[src/rtl/coproc_pkg.sv]
// -----------------------------------------------------------------------------
// coproc_pkg
//   Shared definitions for the block multiply-accumulate coprocessor:
//   FSM state encoding and the default memory region bases.
//   Memory map: A blocks at 0, B blocks at B_BASE, C blocks at C_BASE.
// -----------------------------------------------------------------------------
package coproc_pkg;

  typedef enum logic [2:0] {
    IDLE,
    REQ,
    LOAD_C,
    LOAD_A,
    LOAD_B,
    COMPUTE,
    STORE,
    DONE
  } state_t;

  localparam logic [15:0] DEFAULT_A_BASE = 16'h0000;
  localparam logic [15:0] DEFAULT_B_BASE = 16'h4000;
  localparam logic [15:0] DEFAULT_C_BASE = 16'h8000;

endpackage

[src/rtl/row_mac_lane.sv]
// -----------------------------------------------------------------------------
// row_mac_lane
//   Combinational scale-and-add of one row: sum[j] = c[j] + a * b[j] for every
//   cell j. Each cell wraps modulo 2^CELL_WIDTH.
// Ports
//   a_cell  : scalar A[i][k]
//   b_row   : B row k, cell j at [j*CELL_WIDTH +: CELL_WIDTH]
//   c_row   : current C row i
//   sum_row : updated C row i
// -----------------------------------------------------------------------------
module row_mac_lane #(
  parameter int SIZE       = 4,
  parameter int CELL_WIDTH = 8
) (
  input  logic [CELL_WIDTH-1:0]      a_cell,
  input  logic [SIZE*CELL_WIDTH-1:0] b_row,
  input  logic [SIZE*CELL_WIDTH-1:0] c_row,
  output logic [SIZE*CELL_WIDTH-1:0] sum_row
);

  // All operands are CELL_WIDTH wide, so the product and sum are evaluated in
  // CELL_WIDTH bits and wrap naturally.
  for (genvar j = 0; j < SIZE; j++) begin : g_cell
    assign sum_row[j*CELL_WIDTH +: CELL_WIDTH] =
      c_row[j*CELL_WIDTH +: CELL_WIDTH] + a_cell * b_row[j*CELL_WIDTH +: CELL_WIDTH];
  end

endmodule

[src/rtl/block_mac_processor.sv]
// -----------------------------------------------------------------------------
// block_mac_processor
//   Computes C(r,c) = [C_mem(r,c) +] sum_{x<mu} A(r,x) * B(x,c) on SIZE x SIZE
//   blocks held in a shared, arbitrated memory with 1-cycle read latency.
// Ports
//   in_clk, in_reset           : clock, synchronous active-low reset
//   in_row_index/col_index/mu  : job indices r, c and block count mu
//   in_accumulate              : 1 = add into the C block already in memory
//   in_index_ready/out_index_ack : job handshake (ack pulses on acceptance)
//   out_result_ready           : one-cycle pulse when the job is written back
//   out_request/in_grant       : bus arbitration
//   out_mem_*/in_mem_data      : memory port, row-wide data
// -----------------------------------------------------------------------------
module block_mac_processor
  import coproc_pkg::*;
#(
  parameter int SIZE        = 4,
  parameter int CELL_WIDTH  = 8,
  parameter int INDEX_WIDTH = 4,
  parameter int ADDR_WIDTH  = 16,
  parameter logic [ADDR_WIDTH-1:0] B_BASE = ADDR_WIDTH'(DEFAULT_B_BASE),
  parameter logic [ADDR_WIDTH-1:0] C_BASE = ADDR_WIDTH'(DEFAULT_C_BASE)
) (
  input  logic                         in_clk,
  input  logic                         in_reset,
  input  logic [INDEX_WIDTH-1:0]       in_row_index,
  input  logic [INDEX_WIDTH-1:0]       in_col_index,
  input  logic [INDEX_WIDTH-1:0]       in_mu,
  input  logic                         in_accumulate,
  input  logic                         in_index_ready,
  output logic                         out_index_ack,
  output logic                         out_result_ready,
  output logic                         out_request,
  input  logic                         in_grant,
  output logic                         out_mem_read_en,
  output logic                         out_mem_write_en,
  output logic [ADDR_WIDTH-1:0]        out_mem_address,
  output logic [SIZE*CELL_WIDTH-1:0]   out_mem_data,
  input  logic [SIZE*CELL_WIDTH-1:0]   in_mem_data
);

  localparam int W     = SIZE * CELL_WIDTH;
  localparam int ROW_W = (SIZE > 1) ? $clog2(SIZE) : 1;
  localparam logic [ROW_W-1:0]      LAST_ROW = ROW_W'(SIZE - 1);
  localparam logic [ADDR_WIDTH-1:0] SIZE_A   = ADDR_WIDTH'(SIZE);
  localparam logic [ADDR_WIDTH-1:0] A_BASE   = ADDR_WIDTH'(DEFAULT_A_BASE);

  state_t state, state_next;

  // Latched job
  logic [INDEX_WIDTH-1:0] row_q, col_q, mu_q, x_q;
  logic                   acc_q;

  // Load sequencing: issue_row counts reads issued, pend_row tags the
  // outstanding read so its data lands in the right buffer row.
  logic [ROW_W-1:0] issue_row, pend_row, store_row, i_idx, k_idx;
  logic             issue_all, pending;

  logic [W-1:0] a_buf [SIZE];
  logic [W-1:0] b_buf [SIZE];
  logic [W-1:0] c_buf [SIZE];

  logic                   in_load, read_issue, write_issue, cap_last, step_last;
  logic [INDEX_WIDTH:0]   x_inc;
  logic                   more_blocks;
  logic [ADDR_WIDTH-1:0]  addr;
  logic [W-1:0]           lane_sum;

  assign in_load     = state inside {LOAD_C, LOAD_A, LOAD_B};
  assign read_issue  = in_load && in_grant && !issue_all;
  assign write_issue = (state == STORE) && in_grant;
  assign cap_last    = pending && (pend_row == LAST_ROW);
  assign step_last   = (i_idx == LAST_ROW) && (k_idx == LAST_ROW);
  assign x_inc       = {1'b0, x_q} + 1'b1;
  assign more_blocks = x_inc < {1'b0, mu_q};

  // Row address for the region the current state touches; wraps at ADDR_WIDTH.
  always_comb begin
    logic [ADDR_WIDTH-1:0] r_a, c_a, mu_a, x_a, base, blk;
    logic [ROW_W-1:0]      t;
    // NOTE: every variable assigned in a combinational block gets a default
    // first so no path leaves it holding a value, which would infer a latch.
    r_a  = ADDR_WIDTH'(row_q);
    c_a  = ADDR_WIDTH'(col_q);
    mu_a = ADDR_WIDTH'(mu_q);
    x_a  = ADDR_WIDTH'(x_q);
    t    = (state == STORE) ? store_row : issue_row;
    base = C_BASE;
    blk  = (r_a * mu_a + c_a) * SIZE_A;
    case (state)
      LOAD_A: begin
        base = A_BASE;
        blk  = (r_a * mu_a + x_a) * SIZE_A;
      end
      LOAD_B: begin
        base = B_BASE;
        blk  = (x_a * mu_a + c_a) * SIZE_A;
      end
      default: ;
    endcase
    addr = base + blk + ADDR_WIDTH'(t);
  end

  row_mac_lane #(
    .SIZE       (SIZE),
    .CELL_WIDTH (CELL_WIDTH)
  ) u_lane (
    .a_cell  (a_buf[i_idx][k_idx*CELL_WIDTH +: CELL_WIDTH]),
    .b_row   (b_buf[k_idx]),
    .c_row   (c_buf[i_idx]),
    .sum_row (lane_sum)
  );

  // ---------------------------------------------------------------------------
  // FSM: state register
  // ---------------------------------------------------------------------------
  // NOTE: sequential state uses non-blocking assignments so every flop samples
  // pre-edge values regardless of process ordering.
  always_ff @(posedge in_clk) begin
    if (!in_reset) state <= IDLE;
    else           state <= state_next;
  end

  // FSM: next-state logic
  always_comb begin
    state_next = state;
    case (state)
      IDLE:    if (in_index_ready) state_next = REQ;
      REQ:     if (acc_q)          state_next = LOAD_C;
               else if (mu_q == '0) state_next = STORE;
               else                state_next = LOAD_A;
      LOAD_C:  if (cap_last)       state_next = (mu_q == '0) ? STORE : LOAD_A;
      LOAD_A:  if (cap_last)       state_next = LOAD_B;
      LOAD_B:  if (cap_last)       state_next = COMPUTE;
      COMPUTE: if (step_last)      state_next = more_blocks ? LOAD_A : STORE;
      STORE:   if (write_issue && store_row == LAST_ROW) state_next = DONE;
      DONE:    state_next = IDLE;
      default: state_next = IDLE;
    endcase
  end

  // FSM: outputs. The bus is driven to zero whenever no access is issued.
  always_comb begin
    // The ack is gated by reset so a job presented during reset is never acked.
    out_index_ack    = in_reset && (state == IDLE) && in_index_ready;
    out_result_ready = (state == DONE);
    out_request      = in_load || (state == REQ) || (state == STORE);
    out_mem_read_en  = read_issue;
    out_mem_write_en = write_issue;
    out_mem_address  = (read_issue || write_issue) ? addr : '0;
    out_mem_data     = write_issue ? c_buf[store_row] : '0;
  end

  // ---------------------------------------------------------------------------
  // Datapath: job registers, counters and the C accumulator
  // ---------------------------------------------------------------------------
  always_ff @(posedge in_clk) begin
    if (!in_reset) begin
      row_q     <= '0;
      col_q     <= '0;
      mu_q      <= '0;
      x_q       <= '0;
      acc_q     <= 1'b0;
      issue_row <= '0;
      issue_all <= 1'b0;
      pend_row  <= '0;
      pending   <= 1'b0;  // drops any read outstanding at reset
      store_row <= '0;
      i_idx     <= '0;
      k_idx     <= '0;
      for (int t = 0; t < SIZE; t++) c_buf[t] <= '0;
    end else begin
      pending <= read_issue;
      if (read_issue) begin
        pend_row  <= issue_row;
        issue_row <= issue_row + 1'b1;
        if (issue_row == LAST_ROW) issue_all <= 1'b1;
      end
      if (cap_last) begin
        issue_row <= '0;
        issue_all <= 1'b0;
      end

      case (state)
        IDLE: if (in_index_ready) begin
          row_q <= in_row_index;
          col_q <= in_col_index;
          mu_q  <= in_mu;
          acc_q <= in_accumulate;
          x_q   <= '0;
        end
        REQ: if (!acc_q) begin
          for (int t = 0; t < SIZE; t++) c_buf[t] <= '0;
        end
        LOAD_C: if (pending) c_buf[pend_row] <= in_mem_data;
        COMPUTE: begin
          c_buf[i_idx] <= lane_sum;
          if (k_idx == LAST_ROW) begin
            k_idx <= '0;
            i_idx <= (i_idx == LAST_ROW) ? '0 : i_idx + 1'b1;
          end else begin
            k_idx <= k_idx + 1'b1;
          end
          if (step_last) x_q <= x_inc[INDEX_WIDTH-1:0];
        end
        STORE: if (in_grant) begin
          store_row <= (store_row == LAST_ROW) ? '0 : store_row + 1'b1;
        end
        default: ;
      endcase
    end
  end

  // A and B operand buffers.
  // NOTE: these are pure data storage that is always fully written by a load
  // before COMPUTE reads it, so they carry no reset.
  always_ff @(posedge in_clk) begin
    if (in_reset && pending) begin
      if (state == LOAD_A) a_buf[pend_row] <= in_mem_data;
      if (state == LOAD_B) b_buf[pend_row] <= in_mem_data;
    end
  end

endmodule
[config.mk]
export PLATFORM = sky130hd
export DESIGN_NAME = block_mac_processor
export DESIGN_NICKNAME = d
export VERILOG_FILES = /design/src/rtl/coproc_pkg.sv /design/src/rtl/row_mac_lane.sv /design/src/rtl/block_mac_processor.sv
export SDC_FILE = /design/constraint.sdc
export NUM_CORES = 1
export LEC_CHECK = 0
export CAP_MARGIN = 0
export CORE_ASPECT_RATIO = 1.4
export CORE_MARGIN = 2
export CORE_UTILIZATION = 55
export DETAILED_ROUTE_END_ITERATION = 8
export DONT_BUFFER_PORTS = 1
export PLACE_DENSITY = 0.73
export RECOVER_POWER = 25
export SYNTH_ARGS = -nofsm -noshare
export SYNTH_HDL_FRONTEND = slang
export SYNTH_HIERARCHICAL = 1
export SYNTH_SLANG_ARGS = --single-unit
[constraint.sdc]
create_clock -name in_clk -period 5.1 [get_ports in_clk]
set_clock_uncertainty 0.15 [all_clocks]
set_input_delay 1.53 -clock in_clk [delete_from_list [all_inputs] [get_ports in_clk]]
set_output_delay 1.53 -clock in_clk [all_outputs]
set_load 0.05 [all_outputs]
==> summary.txt, run 1 <==
outcome -> finished with violations
violated checks -> setup timing
post-route cell area -> 28200 sq um
Max-cap violations -> 0
VDD IR-drop max -> 0.000375 V
Total Wirelength -> 59400 um
share of final-layout standard cells stronger than drive strength 1 -> 31.5%
ordered list of cells on the worst path -> nand2_1, fa_1, inv_1, fa_1, inv_1, fa_1, inv_2, ha_4, o21ai_2, nor2_2, o2111ai_2, xor2_2, a211oi_4, buf_12
post-synthesis register bit count -> 422
clk sink count -> 422
Final Cycle Share -> 112%
weighted congestion at the end of routability-driven global placement -> 0.916
Synth area leaders -> edfxtp_1, mux4_2, fa_1, ha_1, dfxtp_1
power density over the cells -> 430 nW/um^2
first-pass GRT wire length -> 89400 um
Skew-Pair Late Insertion Delay -> 0.55 ns
HPWL Detailed -> 39000 um
cell with the most instances on the worst path -> fa_1
Core Region -> 42300 sq um
total of endpoints with negative setup slack in the final report -> 62
pin count of the biggest net entering global routing -> 37
DRC marker count from the first detailed-route iteration -> 1354
slowest stage cell on the critical path -> fa_1
number of slew-limit violations in the final report -> 0
GRT overflow -> 0
Synthesis Warnings -> 6
via count of the first global-routing pass -> 15592
die extent in x -> 179 um
post-layout minimum cycle time -> 5.70 ns
Unique masters post-synth -> 52
number of synthesized flops with an enable pin -> 384
count of inserted antenna diode cells -> 0
die area -> 44700 sq um
total number of nets in the final design -> 2143
fin worst setup slack -> -0.601 ns
maximum count of clock buffers along a single path -> 3
Max stage delay on crit path -> 0.51 ns
total via count in the routed design -> 14736
H-tree depth reported by CTS -> 2
Hold Worst Slack -> 0.313 ns
fillers -> 2905
area of the mapped netlist -> 23600 sq um
routed via count divided by cell count -> 5.95
clock tree from TritonCTS -> done
most common cell after layout, fill and taps aside -> edfxtp_1
I/O pins -> 102
Finished Core Util -> 66.6%
mean area per synthesized cell -> 13.6 sq um
relative max-transition margin -> 18.6%
startpoint type of the worst setup path -> flip-flop
post-synthesis cell count -> 1737
worst min-delay path startpoint -> col_q[3]$_SDFFE_PN0P_
Crit Path Max Fanout -> 5
commonest cells after routing, fill and taps aside -> edfxtp_1, inv_1, buf_4, nand2_1, mux4_2
min-delay worst type -> flip-flop to flip-flop
DRT antenna net count -> 0
final number of hold-violating endpoints -> 0
register area share after synthesis -> 52.0%
number of buffers created by CTS -> 41
fraction of synthesized cell area taken by the top area cell type -> 48.8%
required arrival time at the worst endpoint -> 3.42 ns
proportion of synthesized flip-flops having asynchronous set or reset -> 0%
top flip-flop cell by instance count after synthesis -> edfxtp_1
leakage power -> 10.5 nW
Design Power -> 12.1 mW
GRT Total Usage -> 26.9%
library cell occupying the most area in the post-synthesis netlist -> edfxtp_1
arrival time at the worst endpoint -> 4.02 ns
f_max -> 0.175 GHz
Area growth, synth to finish -> 19.3%
crit path kind -> flip-flop to output pin
post-place setup slack -> -0.346 ns
Least-Margin Pin Slew -> 1.21 ns
Die Y-Extent -> 249 um
Worst Setup End Kind -> output pin
CTS clock-pin slew for the worst setup and hold paths -> 0.06 ns
count of unresolved DRC violations after routing -> 0
standard-cell row count -> 89
WL per Instance -> 24.0 um
starting density of the core -> 55.8%
router iterations before antenna repair -> 5
I/O Buffers -> 0
instance area after placement -> 25600 sq um
worst setup path startpoint -> mu_q[2]$_SDFFE_PN0P_
setup repair after global routing missed its margin -> true
root buffer cell -> clkbuf_16
antenna violations before repair -> 1
==> stage by stage <==
stage | TNS [ns] | instances
6_report | -14.90 | 2476
5_1_grt | -22.95 | 2476
4_1_cts | -10.84 | 2464
3_5_place_dp | -8.61 | 2360
3_3_place_gp | -5.02 | 2360
2_1_floorplan | -0.572 | 1739
==> cells by family (layout without fill, tap and decap cells) <==
kind of cell    Yosys count  after routing  share of synthesized area, %
xor+xnor                 87             87                          3.26
simple gates            491            491                          9.60
mux                     174            175                          14.6
compound gates          104            104                          2.79
other cells               1              3                        0.0159
fa+ha+maj               195            195                          13.0
flops                   422            422                          52.0
buf+inv                 263            453                          4.74
==> state kept, by name, summed over array words and instances (netlist names), 2 cells and up, named ones only <==
signal / cells
a_buf: 128
b_buf: 128
c_buf: 128
col_q: 4
i_idx: 2
issue_row: 2
k_idx: 2
mu_q: 4
pend_row: 2
row_q: 4
state: 3
store_row: 2
x_q: 4
==> cell usage after synthesis, drive strengths merged, types with 38 or more instances <==
| master | instances |
|---|---|
| buf | 48 |
| nor2 | 159 |
| mux2i | 38 |
| inv | 177 |
| fa | 84 |
| dfxtp | 38 |
| xnor2 | 74 |
| mux4 | 136 |
| nand2 | 172 |
| ha | 111 |
| nor2b | 44 |
| and2 | 70 |
| edfxtp | 384 |
==> path summary, 6_finish.rpt <==
check	end	slack, ns	cells after the start
worst max-delay path	out_mem_address[9]	-0.60	14
worst min-delay path	col_q[3]$_SDFFE_PN0P_	0.31	2
worst max register to register	c_buf[3][15]$_SDFFCE_PN0P_	-0.41	20
worst min register to register	col_q[3]$_SDFFE_PN0P_	0.31	2
==> routing by layer <==
metal / vias to the layer above / wire, um / part of all wire, % / GRT usage [%]
met1: 7500 / 21200 / 36 / 32.4
li1: 6449 / - / - / -
met4: 2 / 2900 / 4.9 / 11.2
met5: - / 17 / 0.029 / 0
met2: 623 / 31400 / 53 / 47.3
met3: 162 / 3950 / 6.6 / 4.62
==> layout make-up <==
type / count / area (sq um) / area share [%]
sequential: 422 / 12300 / 43.7
clock inverter: 19 / 210 / 0.746
multi-input combinational: 1055 / 11200 / 39.6
inverter: 178 / 668 / 2.37
timing repair buffer: 201 / 2030 / 7.20
tap: 546 / 683 / 2.42
clock buffer: 55 / 1130 / 4.01
==> power breakdown <==
group | internal [mW] | total, mW | switching (mW)
clock | 1.77 | 3.08 | 1.31
sequential | 4.14 | 4.31 | 0.169
combinational | 2.29 | 4.72 | 2.43
==> what timing repair did <==
action	4_1_cts	5_1_grt
endpoints found under the hold margin	0	0
pin swaps	61	80
hold buffers	0	0
gates cloned	6	3
endpoints found under the setup margin	48	69
setup buffers	25	14
gates resized for setup	94	106
==> worst max-delay path, delay by kind of cell (launching register included) <==
family	cells	cell delay, ns
AOI/OAI and AO/OA	3	0.53
xor gates and xnor gates	1	0.21
adders and majority gates	4	1.79
buffers and inverters	4	0.33
DFF	1	0.38
and+or+nand+nor	2	0.22
(Power assumes the default switching activity.)
==> run 2: changes to the inputs <==
--- a/config.mk
+++ b/config.mk
@@ -8,10 +8,11 @@
 export CAP_MARGIN = 0
 export CORE_ASPECT_RATIO = 1.4
 export CORE_MARGIN = 2
-export CORE_UTILIZATION = 55
+export CORE_UTILIZATION = 60
+export CTS_BUF_LIST = sky130_fd_sc_hd__clkbuf_4
 export DETAILED_ROUTE_END_ITERATION = 8
 export DONT_BUFFER_PORTS = 1
-export PLACE_DENSITY = 0.73
+export PLACE_DENSITY = 0.79
 export RECOVER_POWER = 25
 export SYNTH_ARGS = -nofsm -noshare
 export SYNTH_HDL_FRONTEND = slang
==> summary.txt, run 2 (synthesis gave the netlist of run 1 again) <==
Total Wirelength -> 59000 um (was 59400 um)
arrival time at the worst endpoint -> 4.20 ns (was 4.02 ns)
first-pass GRT wire length -> 90000 um (was 89400 um)
HPWL Detailed -> 39200 um (was 39000 um)
post-layout minimum cycle time -> 5.88 ns (was 5.70 ns)
relative max-transition margin -> 22.2% (was 18.6%)
f_max -> 0.170 GHz (was 0.175 GHz)
DRC marker count from the first detailed-route iteration -> 1001 (was 1354)
most common cell after layout, fill and taps aside -> edfxtp_1 (unchanged)
hold buffer count at cts -> 0 (unchanged)
standard-cell row count -> 86 (was 89)
weighted congestion at the end of routability-driven global placement -> 0.897 (was 0.916)
Area growth, synth to finish -> 18.7% (was 19.3%)
H-tree depth reported by CTS -> 3 (was 2)
starting density of the core -> 60.5% (was 55.8%)
Hold Worst Slack -> 0.323 ns (was 0.313 ns)
count of unresolved DRC violations after routing -> 0 (unchanged)
slack of the worst reg-to-reg path -> -0.36 ns (was -0.41 ns)
total of endpoints with negative setup slack in the final report -> 59 (was 62)
share of final-layout standard cells stronger than drive strength 1 -> 34.6% (was 31.5%)
final number of hold-violating endpoints -> 0 (unchanged)
Critical R2R Capture -> c_buf[1][23]$_SDFFCE_PN0P_ (was c_buf[3][15]$_SDFFCE_PN0P_)
startpoint type of the worst setup path -> flip-flop (unchanged)
post-place setup slack -> -0.275 ns (was -0.346 ns)
CTS clock-pin slew for the worst setup and hold paths -> 0.06 ns (about the same)
Worst Setup End Kind -> output pin (unchanged)
biggest regs -> a_buf x128, b_buf x128, c_buf x128 (unchanged)
I/O pins -> 102 (unchanged)
total area of multi-input combinational cells -> 11300 sq um (was 11200 sq um)
Design Power -> 12.0 mW (was 12.1 mW)
total via count in the routed design -> 15051 (was 14736)
fillers -> 2364 (was 2905)
setup repair after global routing missed its margin -> true (unchanged)
number of slew-limit violations in the final report -> 0 (unchanged)
worst min-delay path startpoint -> col_q[2]$_SDFFE_PN0P_ (was col_q[3]$_SDFFE_PN0P_)
Final Cycle Share -> 115% (was 112%)
Max-cap violations -> 0 (unchanged)
commonest cells after routing, fill and taps aside -> edfxtp_1, inv_1, nand2_1, mux4_2, buf_4 (was edfxtp_1, inv_1, buf_4, nand2_1, mux4_2)
outcome -> finished with violations (unchanged)
number of buffers created by CTS -> 97 (was 41)
required arrival time at the worst endpoint -> 3.42 ns (about the same)
antenna violations before repair -> 1 (unchanged)
maximum count of clock buffers along a single path -> 3 (unchanged)
hold path depth -> 2 (unchanged)
crit path kind -> flip-flop to output pin (unchanged)
worst min-delay path endpoint -> col_q[2]$_SDFFE_PN0P_ (was col_q[3]$_SDFFE_PN0P_)
depth of the worst register-to-register path -> 21 (was 20)
Least-Margin Pin Slew -> 1.16 ns (was 1.21 ns)
Core Region -> 39100 sq um (was 42300 sq um)
GRT Total Usage -> 29.9% (was 26.9%)
I/O Buffers -> 0 (unchanged)
leakage power -> 10.5 nW (about the same)
fin worst setup slack -> -0.777 ns (was -0.601 ns)
DRT antenna net count -> 0 (unchanged)
GRT overflow -> 0 (unchanged)
power density over the cells -> 427 nW/um^2 (was 430 nW/um^2)
Die Y-Extent -> 239 um (was 249 um)
violated checks -> setup timing (unchanged)
via count of the first global-routing pass -> 16072 (was 15592)
routed via count divided by cell count -> 5.92 (was 5.95)
min-delay worst type -> flip-flop to flip-flop (unchanged)
WL per Instance -> 23.2 um (was 24.0 um)
total number of nets in the final design -> 2183 (was 2143)
root buffer cell -> clkbuf_4 (was clkbuf_16)
router iterations before antenna repair -> 7 (was 5)
clock tree from TritonCTS -> done (unchanged)
die area -> 41000 sq um (was 44700 sq um)
VDD IR-drop max -> 0.000361 V (was 0.000375 V)
clk sink count -> 422 (unchanged)
pin count of the biggest net entering global routing -> 37 (unchanged)
die extent in x -> 172 um (was 179 um)
Skew-Pair Late Insertion Delay -> 0.83 ns (was 0.55 ns)
Crit Path Max Fanout -> 7 (was 5)
sequential cell area -> 12300 sq um (unchanged)
==> run 2: cell types whose count changed in the layout (fill, tap and decap cells not counted), sizes merged <==
cell      before  now
buf          199  185
bufinv         4    7
clkbuf        57  131
clkinv        10   38
clkinvlp       3    0
diode          0    2
inv          180  177
mux4         137  136
==> run 2: metal layers <==
| layer | vias to the layer above | share of wire [%] | routed length, um | GRT usage (%) |
|---|---|---|---|---|
| met4 | 0 | 5.2 | 3060 | 16.3 |
| met3 | 203 | 7.5 | 4450 | 6.19 |
| met5 | - | 0 | 0 | 0 |
| met2 | 711 | 53 | 31100 | 52.3 |
| met1 | 7532 | 35 | 20400 | 34.1 |
| li1 | 6605 | - | - | - |
==> run 2: critical path, stage by stage (launching register included) <==
cell and delay [ns]:
dfxtp_2 0.33, buf_6 0.12, buf_6 0.13, and2_1 0.13
ha_1 0.29, ha_1 0.28, ha_2 0.19, inv_1 0.06
fa_2 0.56, inv_2 0.06, ha_4 0.27, o21ai_2 0.06
nor2_4 0.17, o2111ai_4 0.13, xor2_2 0.19, a211oi_4 0.26
buf_12 0.17
==> run 2: layout make-up <==
cell class | instances | area share, %
Clock buffer | 130 | 3.48
Sequential cell | 422 | 43.9
Antenna cell | 2 | 0.0178
Inverter | 178 | 2.38
Multi-Input combinational cell | 1054 | 40.2
Tap cell | 528 | 2.36
Clock inverter | 44 | 1.26
Timing Repair Buffer | 186 | 6.43
==> run 2: worst max-delay path by stage <==
stage	from	cells after the start	slack (ns)	endpoint
floorplan	x_q[0]$_SDFFE_PN0P_	13	-0.1	out_mem_address[9]
global placement	flip-flop	19	-0.15	c_buf[0][31]$_SDFFCE_PN0P_
detailed placement	flip-flop	21	-0.28	c_buf[0][31]$_SDFFCE_PN0P_
CTS	mu_q[1]$_SDFFE_PN0P_	14	-0.86	out_mem_address[9]
global route	mu_q[3]$_SDFFE_PN0P_	13	-0.93	out_mem_address[10]
finish	mu_q[1]$_SDFFE_PN0P_	16	-0.78	out_mem_address[9]
==> run 2: power by group <==
part	switching [mW]	internal (mW)
clock network	1.34	1.54
registers	0.171	4.14
logic	2.50	2.29
total	4.01	7.98
==> run 2: metrics by stage <==
step	utilization, %	TNS [ns]	std cells	area (sq um)
after floorplan	-	-0.572	1739	24000
after global placement	65.2	-3.63	2331	25500
after global routing	71.8	-22.64	2543	28000
after detailed placement	65.2	-7.57	2331	25500
after CTS	71.0	-14.67	2541	27700
final	71.8	-14.81	2544	28100
==> run 2: timing repair <==
item / in CTS / in global routing
setup buffers: 32 / 13
cloned: 5 / 0
pin swaps: 83 / 84
gates resized for setup: 136 / 105
endpoints found under the hold margin: 0 / 0
endpoints found under the setup margin: 55 / 71
